$ cat src/rtl/arbitro_pkg.sv
// Shared definitions for the 4-source FIFO arbiter: source count, FSM encodings
// and the position of the destination field inside a FIFO word.
package arbitro_pkg;

  localparam int N_SRC  = 4;
  localparam int IDX_W  = 2;
  localparam int DEST_W = 2;

  typedef enum logic [1:0] {
    SETUP  = 2'd0,
    IDLE   = 2'd1,
    ACTIVE = 2'd2
  } state_e;

  // The destination index lives in the top DEST_W bits of each word.
  function automatic int dest_msb(input int width);
    return width - 1;
  endfunction

  function automatic int dest_lsb(input int width);
    return width - DEST_W;
  endfunction

endpackage

$ cat src/rtl/arbitro_rr_pick.sv
// Combinational selector: first set request bit found scanning upward from a
// start pointer (wrapping), returned as one-hot grant plus binary index.
module arb_pick
  import arbitro_pkg::*;
(
  input  logic [N_SRC-1:0] req_i,
  input  logic [IDX_W-1:0] ptr_i,
  output logic [N_SRC-1:0] gnt_o,
  output logic [IDX_W-1:0] idx_o,
  output logic             any_o
);

  logic [IDX_W-1:0] cand;
  logic             found;

  always_comb begin
    gnt_o = '0;
    idx_o = '0;
    found = 1'b0;
    cand  = '0;
    for (int k = 0; k < N_SRC; k++) begin
      cand = ptr_i + IDX_W'(k);
      if (!found && req_i[cand]) begin
        found = 1'b1;
        idx_o = cand;
        gnt_o = N_SRC'(1) << cand;
      end
    end
    any_o = found;
  end

endmodule

$ cat src/rtl/arbitro_rr.sv
// Arbiter moving head words from four show-ahead source FIFOs to four destination
// FIFOs. Define ARB_RR_EN for round-robin selection; otherwise fixed priority.
module arbitro_rr
  import arbitro_pkg::*;
#(
  parameter int WIDTH = 6
) (
  input  logic                   clk,
  input  logic                   reset,
  input  logic [N_SRC-1:0]       emptyFIFO,
  input  logic [N_SRC*WIDTH-1:0] data_in,
  input  logic [N_SRC-1:0]       almost_fullFIFO,
  output logic [N_SRC-1:0]       pop,
  output logic [N_SRC-1:0]       push,
  output logic [WIDTH-1:0]       data_out,
  output logic [IDX_W-1:0]       grant_id,
  output logic                   idle
);

  localparam int DMSB = dest_msb(WIDTH);
  localparam int DLSB = dest_lsb(WIDTH);

  state_e            state_q;
  logic [N_SRC-1:0]  pop_q;
  logic [N_SRC-1:0]  push_q;
  logic [N_SRC-1:0]  push_d;
  logic [WIDTH-1:0]  data_q;
  logic [WIDTH-1:0]  data_d;
  logic [IDX_W-1:0]  grant_q;
  logic              idle_q;

  logic [WIDTH-1:0]  head [N_SRC];
  logic [DEST_W-1:0] dest [N_SRC];
  logic [N_SRC-1:0]  req;
  logic [IDX_W-1:0]  ptr;
  logic [N_SRC-1:0]  pick_gnt;
  logic [IDX_W-1:0]  pick_idx;
  logic              pick_any;

  // A source whose pop is registered this cycle still shows the old head, so it
  // must sit out one cycle or the same word would be taken twice.
  always_comb begin
    req = '0;
    for (int i = 0; i < N_SRC; i++) begin
      head[i] = data_in[i*WIDTH +: WIDTH];
      dest[i] = head[i][DMSB:DLSB];
      req[i]  = !emptyFIFO[i] && !almost_fullFIFO[dest[i]] && !pop_q[i];
    end
  end

  arb_pick u_pick (
    .req_i (req),
    .ptr_i (ptr),
    .gnt_o (pick_gnt),
    .idx_o (pick_idx),
    .any_o (pick_any)
  );

  always_comb begin
    data_d = head[pick_idx];
    push_d = N_SRC'(1) << dest[pick_idx];
  end

`ifdef ARB_RR_EN
  logic [IDX_W-1:0] ptr_q;

  assign ptr = ptr_q;

  always_ff @(posedge clk or negedge reset) begin
    if (!reset) begin
      ptr_q <= '0;
    end else if (state_q != SETUP && pick_any) begin
      ptr_q <= pick_idx + IDX_W'(1);
    end
  end
`else
  assign ptr = '0;
`endif

  always_ff @(posedge clk or negedge reset) begin
    if (!reset) begin
      state_q <= SETUP;
      pop_q   <= '0;
      push_q  <= '0;
      data_q  <= '0;
      grant_q <= '0;
      idle_q  <= 1'b0;
    end else begin
      case (state_q)
        SETUP: begin
          state_q <= IDLE;
          idle_q  <= 1'b1;
          pop_q   <= '0;
          push_q  <= '0;
        end
        default: begin
          if (pick_any) begin
            state_q <= ACTIVE;
            idle_q  <= 1'b0;
            pop_q   <= pick_gnt;
            push_q  <= push_d;
            data_q  <= data_d;
            grant_q <= pick_idx;
          end else begin
            state_q <= IDLE;
            idle_q  <= 1'b1;
            pop_q   <= '0;
            push_q  <= '0;
          end
        end
      endcase
    end
  end

  assign pop      = pop_q;
  assign push     = push_q;
  assign data_out = data_q;
  assign grant_id = grant_q;
  assign idle     = idle_q;

endmodule

$ cat config.mk
export PLATFORM = sky130hd
export DESIGN_NAME = arbitro_rr
export DESIGN_NICKNAME = d
export VERILOG_FILES = /design/src/rtl/arbitro_pkg.sv /design/src/rtl/arbitro_rr_pick.sv /design/src/rtl/arbitro_rr.sv
export SDC_FILE = /design/constraint.sdc
export NUM_CORES = 1
export LEC_CHECK = 0
export CORE_ASPECT_RATIO = 1.4
export CORE_MARGIN = 2
export CORE_UTILIZATION = 30
export DETAILED_ROUTE_END_ITERATION = 12
export PLACE_DENSITY = 0.6
export SLEW_MARGIN = 5
export SYNTH_ARGS = -nofsm -noshare
export SYNTH_HDL_FRONTEND = slang
export SYNTH_SLANG_ARGS = --single-unit
$ cat constraint.sdc
create_clock -name clk -period 5.75 [get_ports clk]
set_clock_uncertainty 0.15 [all_clocks]
set_input_delay 0.575 -clock clk [delete_from_list [all_inputs] [get_ports clk]]
set_output_delay 0.575 -clock clk [all_outputs]
set_load 0.1 [all_outputs]
# ---- Yosys cells after proc, flatten, opt, wreduce, memory -nomap -nowiden
# Cells that the tools add are included.
dict set report word_totals {
  regBits 19
  elab_cells 75
  in_bits 34
}
dict set report classes {
  reduce_logical 28
  n_bitwise 2
  shifts 1
  muxes 33
  order_cmp 5
}
# op count
set ops {}
lappend ops {{4-bit 2-to-1 mux} 7}
lappend ops {{1-bit logical NOT} 15}
lappend ops {{6-bit binary-select mux with 2-bit select} 1}
lappend ops {{2-bit by 3-bit less-than comparator with 1-bit output (second input constant)} 4}
lappend ops {{1-bit 2-to-1 mux} 12}
lappend ops {{2-bit 2-to-1 mux} 6}
lappend ops {{6-bit 2-to-1 mux} 2}
lappend ops {{1-bit logical AND} 11}
lappend ops {{1-bit binary-select mux with 2-bit select} 4}
lappend ops {{2-bit binary-select mux with 2-bit select} 1}
lappend ops {{1-bit by 2-bit << shifter with 4-bit output (first input constant)} 1}
lappend ops {{3-bit greater-or-equal comparator (second input constant)} 1}
lappend ops {{2-bit NOT with 3-bit output} 1}
lappend ops {{2-bit logical NOT} 1}
lappend ops {{2-bit AND reduction} 1}
lappend ops {{1-bit NOT} 1}

# ---- Logic depth before layout (Yosys ltp)
dict set report logic_depth {
  word_depth 22
  mapped_depth 7
  ltp_nobuf 6
}

# ---- Modules after synthesis
# Synthesis repeated with hierarchy kept, for this count alone.
dict set report unflattened {
  cells_unflattened 157
  area_unflattened_um2 1529.0
}
# mod instances area_each_um2 seq_area_each_um2 cells_per_inst
set modules_own_cells {}
lappend modules_own_cells {arbitro_rr 1 963.4 475.5 84}
lappend modules_own_cells {arb_pick 1 565.5 0.0 73}

# ---- Least setup slack after synthesis
# OpenSTA, ideal clock, no wires.
dict set report synth_path {
  path_kind {register to register}
  startpoint {register pop_q[3], in the netlist pop[3]}
  endpoint {register data_q[0], in the netlist data_out[0]}
  setup_slack_ns 3.299
  synth_period_minus_slack_ns 2.451
  setup_ns 0.146
  arrival_ns 2.155
  stages_incl_launch_ff 8
  path_cell_list {dfrtp_1 -> or3_1 -> o22ai_1 -> a21oi_1 -> or2_1 -> buf_6 -> mux2i_1 -> o221ai_1}
}
dict set report synth_via {
  elab_chain_cells 8
  elab_cells_between_ends 10
  cone_classes {mux (5); bitwise (1); reduce/logical (4)}
}
# item line
set synth_rtl {}
lappend synth_rtl {{start, declared} arbitro_rr.sv:24} ;# logic [N_SRC-1:0] pop_q;
lappend synth_rtl {{start signal, assigned} arbitro_rr.sv:100} ;# pop_q <= pick_gnt;
lappend synth_rtl {{1-bit logical NOT *} arbitro_rr.sv:47} ;# req[i] = !emptyFIFO[i] && !almost_fullFIFO[dest[i]] && !pop_q[i];
lappend synth_rtl {{1-bit logical AND *} arbitro_rr.sv:47}
lappend synth_rtl {{1-bit logical AND *} arbitro_rr_pick.sv:23} ;# if (!found && req_i[cand]) begin
lappend synth_rtl {{2-bit 2-to-1 mux} arbitro_rr_pick.sv:23}
lappend synth_rtl {{2-bit NOT with 3-bit output (not written as such)} arbitro_rr.sv:60} ;# data_d = head[pick_idx];
lappend synth_rtl {{6-bit binary-select mux with 2-bit select} arbitro_rr.sv:60}
lappend synth_rtl {{6-bit 2-to-1 mux (not written as such) (2 in series)} arbitro_rr.sv:60}
lappend synth_rtl {{end signal, assigned} arbitro_rr.sv:102} ;# data_q <= data_d;
lappend synth_rtl {{end, declared} arbitro_rr.sv:27} ;# logic [WIDTH-1:0] data_q;
# Mark *: on every way between the ends. The rest lies on a longest branch, timed or not. The select of a mux whose other input is x is not followed.
# A chain may end at the register's enable or synchronous reset.

# ---- Worst setup path in the final report
dict set report layout_path {
  startpoint {input port data_in[4]}
  endpoint {register data_q[3], in the netlist data_out[3]}
}
dict set report layout_via {
  elab_chain_cells 19
  elab_cells_between_ends 23
  cone_classes {mux (12); bitwise (1); reduce/logical (10)}
}
# item line
set layout_rtl {}
lappend layout_rtl {{start, declared} arbitro_rr.sv:11} ;# input logic [N_SRC*WIDTH-1:0] data_in,
lappend layout_rtl {{1-bit binary-select mux with 2-bit select *} arbitro_rr.sv:47}
lappend layout_rtl {{1-bit 2-to-1 mux (not written as such) *} arbitro_rr.sv:47}
lappend layout_rtl {{1-bit logical NOT *} arbitro_rr.sv:47}
lappend layout_rtl {{1-bit logical AND * (2 in series)} arbitro_rr.sv:47}
lappend layout_rtl {{1-bit 2-to-1 mux *} arbitro_rr_pick.sv:23}
lappend layout_rtl {{1-bit logical NOT} arbitro_rr_pick.sv:23}
lappend layout_rtl {{1-bit logical AND} arbitro_rr_pick.sv:23}
lappend layout_rtl {{1-bit 2-to-1 mux} arbitro_rr_pick.sv:23}
lappend layout_rtl {{1-bit logical NOT} arbitro_rr_pick.sv:23}
lappend layout_rtl {{1-bit logical AND} arbitro_rr_pick.sv:23}
lappend layout_rtl {{1-bit 2-to-1 mux} arbitro_rr_pick.sv:23}
lappend layout_rtl {{1-bit logical NOT} arbitro_rr_pick.sv:23}
lappend layout_rtl {{1-bit logical AND} arbitro_rr_pick.sv:23}
lappend layout_rtl {{2-bit 2-to-1 mux} arbitro_rr_pick.sv:23}
lappend layout_rtl {{2-bit NOT with 3-bit output (not written as such)} arbitro_rr.sv:60}
lappend layout_rtl {{6-bit binary-select mux with 2-bit select} arbitro_rr.sv:60}
lappend layout_rtl {{6-bit 2-to-1 mux (not written as such) (2 in series)} arbitro_rr.sv:60}
# Marked as above.

==> results.ini <==
[run_status]
outcome=complete, no violations

[power]
clockPowerShare_pct=11.4
switching_share_pct=56.3
power.internal_uw=365
peakVddDrop_mv=0.321
p_per_area_nw_per_um2=486
pwr-share-comb_pct=64.1
seq_power_share_pct=24.4
power.switching_uw=470
p_leak_uw=0.000693

[synthesis]
ys_warn_count=0
async_flop_share_pct=100
synth.avg_cell_area_um2=10.8
synth_nets=140
yosys_most_used_dff=dfrtp_1
syn-cell-area_um2=1140
synthDistinctLibCells=41
seq_area_frac_synth_pct=41.6
synth_edf_count=0
synth_seq_cells=19
synth_cells=106

[die]
rows=26
ios=51
fp.dieW_um=56.2
core-area_um2=3640
dieArea_um2=4320
start_util_pct=31.4
chipHeight_um=77.0

[clock_tree]
cts-hold-fix-buffers=0
post_cts_buffers=0
clk_latency_ps=260
numCtsBuffers=3
cts_tree=built
clockBufferDepth=2
htree_levels=1
cts_root_buf=clkbuf_8
clock-sinks=19
cts-resized-gates=0
clk_pin_slew_ps=70

[sta]
slew_violations=0
tightest_slew_ps=978
max_freq_mhz=352
setup_tns_ps=0
hold_ws_ps=339
finalSetupViolations=0
finalCritPeriodShare_pct=49.4
period_minus_slack_ps=2840
relSlewSlack_pct=34.6
rsz0062_at_grt=no
hold_viol=0

[route]
route.detailed.drc=0
routed_wirelength_mm=3.22
ant_nets=0
vias_per_cell=5.36
drt_iter0_drc=24
dr_total_vias=1066
wl_per_cell_um=16.2
dr.pass1.iters=4

[placement]
hpwl_mm=2.55
gp_congestion=0.774
placed_area_um2=1670
port_buffers=50

[cells_and_area]
post-route-cell-area_um2=1720
area_delta_synth_final_pct=50.3
final_nets=192
final_cell_mix=clkdlybuf4s50_1, dfrtp_1, nor2_1, nand2_1, mux2i_1
antennaDiodeCount=0
final_common_cell=clkdlybuf4s50_1
drive_above_1_share_pct=14.6
final_util_pct=47.1

[grt]
grt_pass1_wl_mm=5.49
antenna_found_initial=0
grt_pass1_vias=1145
grt_overflow=0
grt_max_degree=20
track_usage_pct=16.0

[flow_run]
cap_violations=0

[setup_path]
critPathMaxStageDelay_ps=560
rr_startpoint=pop[3]
cp_cell_sequence=clkdlybuf4s50_1, mux4_2, nor3_2, or2_1, mux2i_1, o221ai_1
startpoint_type=input port
critPathKind=in -> reg
slowest_stage=clkdlybuf4s50_1
required_ps=5710
rr_endpoint=push[3]
r2r_cells=6
critPathArrivalTime_ps=2800
crit_path_end_kind=flip-flop
critical_path_peak_fanout=9
rrSetupSlack_ps=3540

[hold_path]
hold_depth=2
min-delay-start=data_out[5]
hp-class=reg -> reg
hold-path-endpoint=data_out[5]

synthesized netlist by cell type, types with 2 or more instances:
master / n / share of area [%]
o21ai_2: 2 / 1.5
a21oi_1: 3 / 1.3
mux4_2: 2 / 3.9
o221ai_1: 4 / 3.1
o21a_1: 2 / 1.3
nor3b_1: 2 / 1.3
a211oi_1: 2 / 1.3
nand3_1: 2 / 0.88
nor3_2: 2 / 1.8
dfrtp_1: 19 / 42
mux2_2: 3 / 3.0
a22oi_1: 4 / 2.6
buf_6: 2 / 2.0
or3_1: 3 / 1.6
nor2_1: 9 / 3.0
mux2i_1: 8 / 7.0
nor3_1: 3 / 1.3
nand2_1: 9 / 3.0
a21oi_2: 2 / 1.5
o21ai_1: 2 / 0.88
critical path, delay by kind of cell:
family | cells | cell delay [ps]
muxes | 2 | 770
and+or+nand+nor | 2 | 760
buffers and inverters | 1 | 560
AOI/OAI and AO/OA | 1 | 130
power groups by stage:
stage / logic [uW] / registers, uW / clock network [uW]
after CTS: 540 / 204 / 97.6
after floorplan: 111 / 493 / 0
after global routing: 557 / 210 / 101
after global placement: 535 / 206 / 0
after detailed placement: 539 / 204 / 0
final: 535 / 204 / 95.4
routing by layer:
layer	routed length (um)	vias up	GRT usage, %
met5	0	-	0
met4	57	0	7.14
met1	1350	521	19.6
met3	132	5	1.85
met2	1680	34	27.8
li1	-	506	-
state kept, by name (all words and copies together) (netlist names):
| name | cells |
|---|---|
| push | 4 |
| idle | 1 |
| grant_id | 2 |
| pop | 4 |
| data_out | 6 |
| state_q | 2 |
layout make-up:
class | count | area, um^2
clock buffers | 3 | 41.3
clock inverters | 1 | 7.51
fillers | 361 | 1930
inverters | 1 | 3.75
multi-input cells | 83 | 636
flip-flops and latches | 19 | 475
well taps | 42 | 52.6
repair buffers | 50 | 500
how the worst max path moves through the flow:
stage	start	depth (start not counted)	slack, ps	endpoint
after global placement	data_in[4]	6	2650	data_out[1]
final	data_in[4]	6	2910	data_out[3]
after detailed placement	data_in[4]	6	2630	data_out[3]
after global routing	data_in[4]	6	2700	data_out[3]
after floorplan	pop[3]	7	3300	data_out[0]
after CTS	data_in[4]	6	2890	data_out[3]
cell families (layout without fill, tap and decap cells):
kind of cell	count (synthesis)	count (layout)	synth area share, %
mux	15	15	16.2
flops	19	19	41.6
compound gates	29	29	20.8
simple gates	39	39	18.6
buf+inv	4	55	2.74
per-stage QoR:
step                std cells  setup WS (ps)  total power, uW
finish                    199           2910              835
global placement          195           2650              742
CTS                       199           2890              841
floorplan                 106           3300              604
detailed placement        195           2630              743
global route              199           2700              868
(Power assumes the default switching activity.)
